### src/rtl/ipml_reg_fifo_v2_fft_stream_fifo_pkg.sv
// Shared helpers for FFT stream blocks: width derivation, parameter legality
// checks and the handshake-op encoding used by occupancy counters.

`ifndef FFT_STREAM_PARAM_CHECK
`define FFT_STREAM_PARAM_CHECK(ok, msg) \
  if (!(ok)) begin : g_param_check \
    $error(msg); \
  end
`endif

package ipml_reg_fifo_v2_fft_stream_fifo_pkg;

  // Ceiling log2; clog2(1) = 0.
  function automatic int clog2(input int value);
    int r;
    r = 0;
    for (int v = value - 1; v > 0; v = v >> 1) r++;
    return r;
  endfunction

  // Level must represent 0..depth inclusive.
  function automatic int lvl_width(input int depth);
    return clog2(depth + 1);
  endfunction

  function automatic int ptr_width(input int depth);
    return (clog2(depth) < 1) ? 1 : clog2(depth);
  endfunction

  function automatic bit fifo_params_ok(input int depth, input int af_level,
                                        input int ae_level);
    return (depth >= 2) && (af_level >= 1) && (af_level <= depth) &&
           (ae_level >= 0) && (ae_level < depth);
  endfunction

  // {write, read} handshake pair as seen by an occupancy counter.
  typedef enum logic [1:0] {
    OP_IDLE = 2'b00,
    OP_POP  = 2'b01,
    OP_PUSH = 2'b10,
    OP_BOTH = 2'b11
  } fifo_op_t;

endpackage

### src/rtl/ipml_reg_fifo_v2_fft_stream_fifo_if.sv
// Valid/ready stream bundle for the FFT stream FIFO, plus flush and status.
// master = upstream producer / downstream consumer side, slave = the FIFO.

interface ipml_reg_fifo_v2_fft_stream_fifo_if
  import ipml_reg_fifo_v2_fft_stream_fifo_pkg::*;
#(
  parameter int W     = 8,
  parameter int DEPTH = 4
) ();
  localparam int LW = lvl_width(DEPTH);

  logic          flush;
  logic          data_in_valid;
  logic [W-1:0]  data_in;
  logic          data_in_ready;
  logic          data_out_ready;
  logic [W-1:0]  data_out;
  logic          data_out_valid;
  logic [LW-1:0] level;
  logic          almost_full;
  logic          almost_empty;

  modport master (
    output flush, data_in_valid, data_in, data_out_ready,
    input  data_in_ready, data_out, data_out_valid, level, almost_full, almost_empty
  );

  modport slave (
    input  flush, data_in_valid, data_in, data_out_ready,
    output data_in_ready, data_out, data_out_valid, level, almost_full, almost_empty
  );

endinterface

### src/rtl/ipml_reg_fifo_v2_fft_stream_fifo_wrap_ptr.sv
// Modulo-DEPTH pointer counter with increment and synchronous clear; wraps
// explicitly from DEPTH-1 to 0 so non-power-of-two depths are legal.

module ipml_wrap_ptr
  import ipml_reg_fifo_v2_fft_stream_fifo_pkg::*;
#(
  parameter int DEPTH = 4,
  parameter int PW    = ptr_width(DEPTH)
) (
  input  logic          clk,
  input  logic          rst_n,
  input  logic          i_inc,
  input  logic          i_clr,
  output logic [PW-1:0] o_ptr
);

  logic [PW-1:0] r_ptr;

  // NOTE: clocked state uses non-blocking (<=) so every flop samples pre-edge values.
  always_ff @(posedge clk or negedge rst_n) begin
    if (!rst_n) begin
      r_ptr <= '0;
    end else if (i_clr) begin
      r_ptr <= '0;
    end else if (i_inc) begin
      if (r_ptr == PW'(DEPTH - 1)) r_ptr <= '0;
      else                         r_ptr <= r_ptr + PW'(1);
    end
  end

  assign o_ptr = r_ptr;

endmodule

### src/rtl/ipml_reg_fifo_v2_fft_stream_fifo.sv
// Register-based first-word-fall-through valid/ready FIFO for FFT streams,
// any DEPTH >= 2, with occupancy level, almost flags and synchronous flush.

module ipml_reg_fifo_v2_fft_stream_fifo
  import ipml_reg_fifo_v2_fft_stream_fifo_pkg::*;
#(
  parameter int W        = 8,
  parameter int DEPTH    = 4,
  parameter int AF_LEVEL = DEPTH - 1,
  parameter int AE_LEVEL = 1
) (
  input logic                                clk,
  input logic                                rst_n,
  ipml_reg_fifo_v2_fft_stream_fifo_if.slave  bus
);

  localparam int LW = lvl_width(DEPTH);
  localparam int PW = ptr_width(DEPTH);

  `FFT_STREAM_PARAM_CHECK(fifo_params_ok(DEPTH, AF_LEVEL, AE_LEVEL),
                          "ipml_reg_fifo_v2_fft_stream_fifo: illegal DEPTH/AF_LEVEL/AE_LEVEL")

  logic [W-1:0]  r_mem [DEPTH];
  logic [LW-1:0] r_level;
  logic [PW-1:0] w_wptr;
  logic [PW-1:0] w_rptr;
  logic          w_in_ready;
  logic          w_out_valid;
  logic          w_write;
  logic          w_read;
  logic          w_wr_en;
  logic          w_rd_en;
  fifo_op_t      w_op;

  // Ready depends only on registered level: no path from data_out_ready.
  assign w_in_ready  = (r_level != LW'(DEPTH));
  assign w_out_valid = (r_level != '0);
  assign w_write     = bus.data_in_valid & w_in_ready;
  assign w_read      = w_out_valid & bus.data_out_ready;
  assign w_wr_en     = w_write & ~bus.flush;
  assign w_rd_en     = w_read & ~bus.flush;
  assign w_op        = fifo_op_t'({w_wr_en, w_rd_en});

  ipml_wrap_ptr #(.DEPTH(DEPTH), .PW(PW)) u_wptr (
    .clk   (clk),
    .rst_n (rst_n),
    .i_inc (w_wr_en),
    .i_clr (bus.flush),
    .o_ptr (w_wptr)
  );

  ipml_wrap_ptr #(.DEPTH(DEPTH), .PW(PW)) u_rptr (
    .clk   (clk),
    .rst_n (rst_n),
    .i_inc (w_rd_en),
    .i_clr (bus.flush),
    .o_ptr (w_rptr)
  );

  // NOTE: storage is flat flops cleared by reset so data_out reads 0 afterwards; flush leaves it alone.
  always_ff @(posedge clk or negedge rst_n) begin
    if (!rst_n) begin
      for (int i = 0; i < DEPTH; i++) r_mem[i] <= '0;
    end else begin
      for (int i = 0; i < DEPTH; i++) begin
        if (w_wr_en && (w_wptr == PW'(i))) r_mem[i] <= bus.data_in;
      end
    end
  end

  always_ff @(posedge clk or negedge rst_n) begin
    if (!rst_n) begin
      r_level <= '0;
    end else if (bus.flush) begin
      r_level <= '0;
    end else begin
      case (w_op)
        OP_PUSH: r_level <= r_level + LW'(1);
        OP_POP:  r_level <= r_level - LW'(1);
        default: r_level <= r_level;
      endcase
    end
  end

  assign bus.data_in_ready  = w_in_ready;
  assign bus.data_out_valid = w_out_valid;
  assign bus.data_out       = r_mem[w_rptr];
  assign bus.level          = r_level;
  assign bus.almost_full    = (r_level >= LW'(AF_LEVEL));
  assign bus.almost_empty   = (r_level <= LW'(AE_LEVEL));

endmodule

### src/flat_wrapper.sv
// flat-port wrapper written by rule: the top's interface ports become plain ports
module ipml_reg_fifo_v2_fft_stream_fifo_flat import ipml_reg_fifo_v2_fft_stream_fifo_pkg::*;
#(
  parameter int W        = 8,
  parameter int DEPTH    = 4,
  parameter int AF_LEVEL = DEPTH - 1,
  parameter int AE_LEVEL = 1
)
  (clk, rst_n, bus_flush, bus_data_in_valid, bus_data_in, bus_data_out_ready, bus_data_in_ready, bus_data_out, bus_data_out_valid, bus_level, bus_almost_full, bus_almost_empty);
  ipml_reg_fifo_v2_fft_stream_fifo_if #(.W(W), .DEPTH(DEPTH)) bus_i ();
  input logic clk;
  input logic rst_n;
  input wire logic [$bits(bus_i.flush)-1:0] bus_flush;
  input wire logic [$bits(bus_i.data_in_valid)-1:0] bus_data_in_valid;
  input wire logic [$bits(bus_i.data_in)-1:0] bus_data_in;
  input wire logic [$bits(bus_i.data_out_ready)-1:0] bus_data_out_ready;
  output wire logic [$bits(bus_i.data_in_ready)-1:0] bus_data_in_ready;
  output wire logic [$bits(bus_i.data_out)-1:0] bus_data_out;
  output wire logic [$bits(bus_i.data_out_valid)-1:0] bus_data_out_valid;
  output wire logic [$bits(bus_i.level)-1:0] bus_level;
  output wire logic [$bits(bus_i.almost_full)-1:0] bus_almost_full;
  output wire logic [$bits(bus_i.almost_empty)-1:0] bus_almost_empty;
  assign bus_i.flush = bus_flush;
  assign bus_i.data_in_valid = bus_data_in_valid;
  assign bus_i.data_in = bus_data_in;
  assign bus_i.data_out_ready = bus_data_out_ready;
  assign bus_data_in_ready = bus_i.data_in_ready;
  assign bus_data_out = bus_i.data_out;
  assign bus_data_out_valid = bus_i.data_out_valid;
  assign bus_level = bus_i.level;
  assign bus_almost_full = bus_i.almost_full;
  assign bus_almost_empty = bus_i.almost_empty;
  ipml_reg_fifo_v2_fft_stream_fifo #(.W(W), .DEPTH(DEPTH), .AF_LEVEL(AF_LEVEL), .AE_LEVEL(AE_LEVEL)) u_core (.clk(clk), .rst_n(rst_n), .bus(bus_i));
endmodule
### config.mk
export PLATFORM = sky130hd
export DESIGN_NAME = ipml_reg_fifo_v2_fft_stream_fifo_flat
export DESIGN_NICKNAME = d
export VERILOG_FILES = /design/src/rtl/ipml_reg_fifo_v2_fft_stream_fifo_pkg.sv /design/src/rtl/ipml_reg_fifo_v2_fft_stream_fifo_if.sv /design/src/rtl/ipml_reg_fifo_v2_fft_stream_fifo_wrap_ptr.sv /design/src/rtl/ipml_reg_fifo_v2_fft_stream_fifo.sv /design/src/flat_wrapper.sv
export SDC_FILE = /design/constraint.sdc
export NUM_CORES = 1
export LEC_CHECK = 0
export ABC_CLOCK_PERIOD_IN_PS = 2150
export BUFFER_PORTS_ARGS = -buffer_cell sky130_fd_sc_hd__buf_2
export CAP_MARGIN = 15
export CORE_AREA = 5 5 76 78
export CTS_CLUSTER_SIZE = 16
export DETAILED_ROUTE_END_ITERATION = 8
export DIE_AREA = 0 0 81 83
export GPL_TIMING_DRIVEN = 0
export PLACE_DENSITY = 0.61
export SLEW_MARGIN = 20
export SYNTH_ARGS = -nofsm -noshare
export SYNTH_HDL_FRONTEND = slang
export SYNTH_HIERARCHICAL = 1
export SYNTH_SLANG_ARGS = --single-unit
### constraint.sdc
create_clock -name clk -period 2.15 [get_ports clk]
set_clock_uncertainty 0.1 [all_clocks]
set_input_delay 0.3225 -clock clk [delete_from_list [all_inputs] [get_ports clk]]
set_output_delay 0.3225 -clock clk [all_outputs]
set_load 0.03 [all_outputs]
==> summary.md <==
| Metric | Value |
|---|---|
| Syn Area/Cell | `14.6 µm²` |
| Post-Synthesis Cells | `133` |
| Worst slew pin tran | `855 ps` |
| Layout cells sized above 1 | `54.1%` |
| Sequential Power Share | `41.6%` |
| Finish-stage setup viols | `0` |
| Leakage power | `1.08 nW` |
| DRT Pass-1 Iters | `4` |
| Req. time, crit path | `2220 ps` |
| Fmax | `483 MHz` |
| Initial drt markers | `30` |
| Worst ir drop on vdd | `607 µV` |
| Element type at the critical path end | `flop` |
| Post-route cell area | `around 2300 µm²` |
| Initial antenna violation count | `0` |
| Hpwl dp | `2840 µm` |
| Combinational share of power | `39.6%` |
| Vias per cell | `around 5` |
| PortBufs | `27` |
| Status | `complete, no violations` |
| Total grt overflow | `0` |
| Pwr Total | `0.00251 W` |
| Post-Layout Cell Count | `240` |
| # nets final | `between 150 and 200` |
| Slew Viols, Final | `0` |
| H-tree levels | `2` |
| Final Hold Vio Count | `0` |
| DIE AREA | `6720 µm²` |
| Largest cells by area after synthesis | `dfrtp_1 50%, mux2_2 19%, mux4_2 9.3%` |
| Start point of the critical path | `u_core/bus.level[1]$_DFFE_PN0P_` |
| Share of the synthesized area in the top cell type | `50.2%` |
| Most common cell after layout, fill and taps aside | `dfrtp_1` |
| Clock share of power | `approximately a fifth` |
| Startpoint types | `flop` |
| TritonCTS clock tree | `done` |
| DRC viols | `0` |
| Hold Slack | `41.9 ps` |
| RSZ-0062 raised after global routing | `true` |
| N_diodes | `0` |
| Post-route ant nets | `0` |
| WL per Instance | `16.2 µm` |
| Clock buffer depth | `2` |
| Period utilization | `96.2%` |
| Clock Pin Slew Worst Setup and Hold Paths | `roughly 70 ps` |
| DR vias | `~1.2k` |
| Syn-to-layout area delta | `17.4%` |
| Final WL | `slightly below 4000 µm` |
| Sw frac | `36.3%` |
| Sequential element share of the synthesized area | `50.2%` |
| CP max FO | `8` |
| Total GRT Usage | `12.8%` |
| Core area | `5010 µm²` |
| Post-cts hold buffer count | `0` |
| Commonest non-fill, non-tap cells in the layout | `39 x dfrtp_1, 32 x mux2_2, 28 x buf_2` |
| First-pass GRT wire length | `about 6500 µm` |
| Seq cells post-synth | `39` |
| Crit Path Class | `flop to flop` |
| WP data arrival | `around 2100 ps` |
| PwrDens | `between 1000 and 1500 nW/µm²` |
| Die Wd | `a little over 80 µm` |
| Max cap viols | `0` |
| Largest net degree at the start of global routing | `40` |
| Vias in the first global route | `1339` |
| Final Wtd Congestion | `slightly below 0.8` |
| Clk sinks | `39` |
| Row cnt | `26` |
| Area of the multi-input gates | `938 µm²` |
| Die height | `83 µm` |
| Layout filler cell count | `466` |
| I/O pin count | `28` |
| Worst rel slew slack | `43.0%` |
| Post-Syn Nets | `153` |
| Post-synthesis cell area | `between 1500 and 2000 µm²` |
| CTS Buf Count | `5` |
| Clock latency on the worst-skew pair | `280 ps` |
| Reg-to-reg startpoint | `u_core/bus.level[1]$_DFFE_PN0P_` |
| Synthesis warning total | `6` |
| Cell Count Post-Placement | `230` |
| Root Driver | `clkbuf_8` |
| Minimum clock period | `~2100 ps` |
| Switching pwr | `slightly above 0.0009 W` |
| Hold WC Path Type | `input port to async pin` |
| Placement-stage cell area | `~2200 µm²` |
| Initial core utilization | `38.8%` |
| Internal power component | `0.00160 W` |
| Area leader, netlist | `dfrtp_1` |
| Synth cell types | `32` |
| Register area | `976 µm²` |
==> power by group through the flow <==
stage,clock (W),combinational (W),sequential [W]
floorplan,0,0.000733,0.00105
global placement,0,0.000954,0.00103
detailed placement,0,0.000993,0.00106
CTS,0.000490,0.000999,0.00104
global route,0.000529,0.00107,0.00106
finish,0.000471,0.000993,0.00104
==> through the flow <==
step                      TNS [ps]  util (%)  worst slack (ps)
after floorplan                  0         -              1.53
after global placement           0      43.3               101
after detailed placement         0      43.3              43.8
after CTS                        0      45.0              40.2
after global routing         -21.0      45.6             -13.0
final                            0      45.6              81.2
==> state kept, by name (all words and copies together) (netlist names) <==
register	cells
u_core/bus.level	3
u_core/r_mem	32
u_core/u_rptr/o_ptr	2
u_core/u_wptr/o_ptr	2
==> cell families after synthesis <==
kind of cell / share of synthesized area [%]
buf+inv: 1.99
simple gates: 8.49
mux: 28.8
fa+ha+maj: 5.08
xor+xnor: 0.451
flops: 50.2
compound gates: 4.95
==> cell usage after synthesis <==
master,count
dfrtp_1,39
mux2_2,32
mux4_2,8
ha_1,7
a21oi_1,5
inv_1,4
nor2_1,4
nand2b_1,3
a211oi_1,2
a21oi_2,2
mux2i_1,2
nand3_1,2
nand3b_2,2
o21ai_0,2
or3b_1,2
a211oi_2,1
and2_4,1
and2b_4,1
buf_1,1
buf_2,1
buf_6,1
inv_2,1
maj3_2,1
nand2_1,1
nand2_2,1
nand3_2,1
nand3b_4,1
nor3_4,1
o211a_1,1
o22ai_1,1
or3_1,1
xnor2_1,1
==> timing repair <==
action,CTS,global route
endpoints found under the setup margin,8,17
buffers inserted,0,2
pin swaps,0,1
gates cloned,0,0
gates resized for setup,2,2
==> area by class of cell <==
| cell class | count | share of cell area [%] |
|---|---|---|
| Tap cell | 70 | 3.84 |
| Clock buffer | 6 | 3.18 |
| Sequential cell | 39 | 42.7 |
| Inverter | 5 | 0.822 |
| Buffer | 3 | 1.21 |
| Clock inverter | 2 | 0.548 |
| Multi-Input combinational cell | 86 | 41.1 |
| Timing Repair Buffer | 29 | 6.58 |
==> final timing paths <==
check / end / slack [ps] / cells after the start
max: u_core/r_mem[21]$_DFFE_PN0P_ / 80 / 7
min: u_core/r_mem[5]$_DFFE_PN0P_ / 40 / 1
max reg2reg: u_core/r_mem[21]$_DFFE_PN0P_ / 80 / 7
min reg2reg: u_core/r_mem[2]$_DFFE_PN0P_ / 400 / 1
max in group asynchronous: u_core/r_mem[1]$_DFFE_PN0P_ / 1370 / 1
min in group clk: u_core/r_mem[8]$_DFFE_PN0P_ / 210 / 2
==> worst max-delay path, stage by stage, from the launching register on <==
cell and delay [ps]:
dfrtp_1 420, inv_1 140, ha_1 250, nand2_2 120, nand3b_4 130, inv_2 180
nand3b_2 260, mux2_2 360
==> layer usage <==
layer | up-vias | GRT usage (%) | part of all wire [%]
met1 | 619 | 15.3 | 41
met5 | - | 0 | 0
met2 | 18 | 21.2 | 54
li1 | 567 | - | -
met3 | 7 | 4.22 | 3.8
met4 | 0 | 4.30 | 1.3
Power figures use the tool's default switching activity.
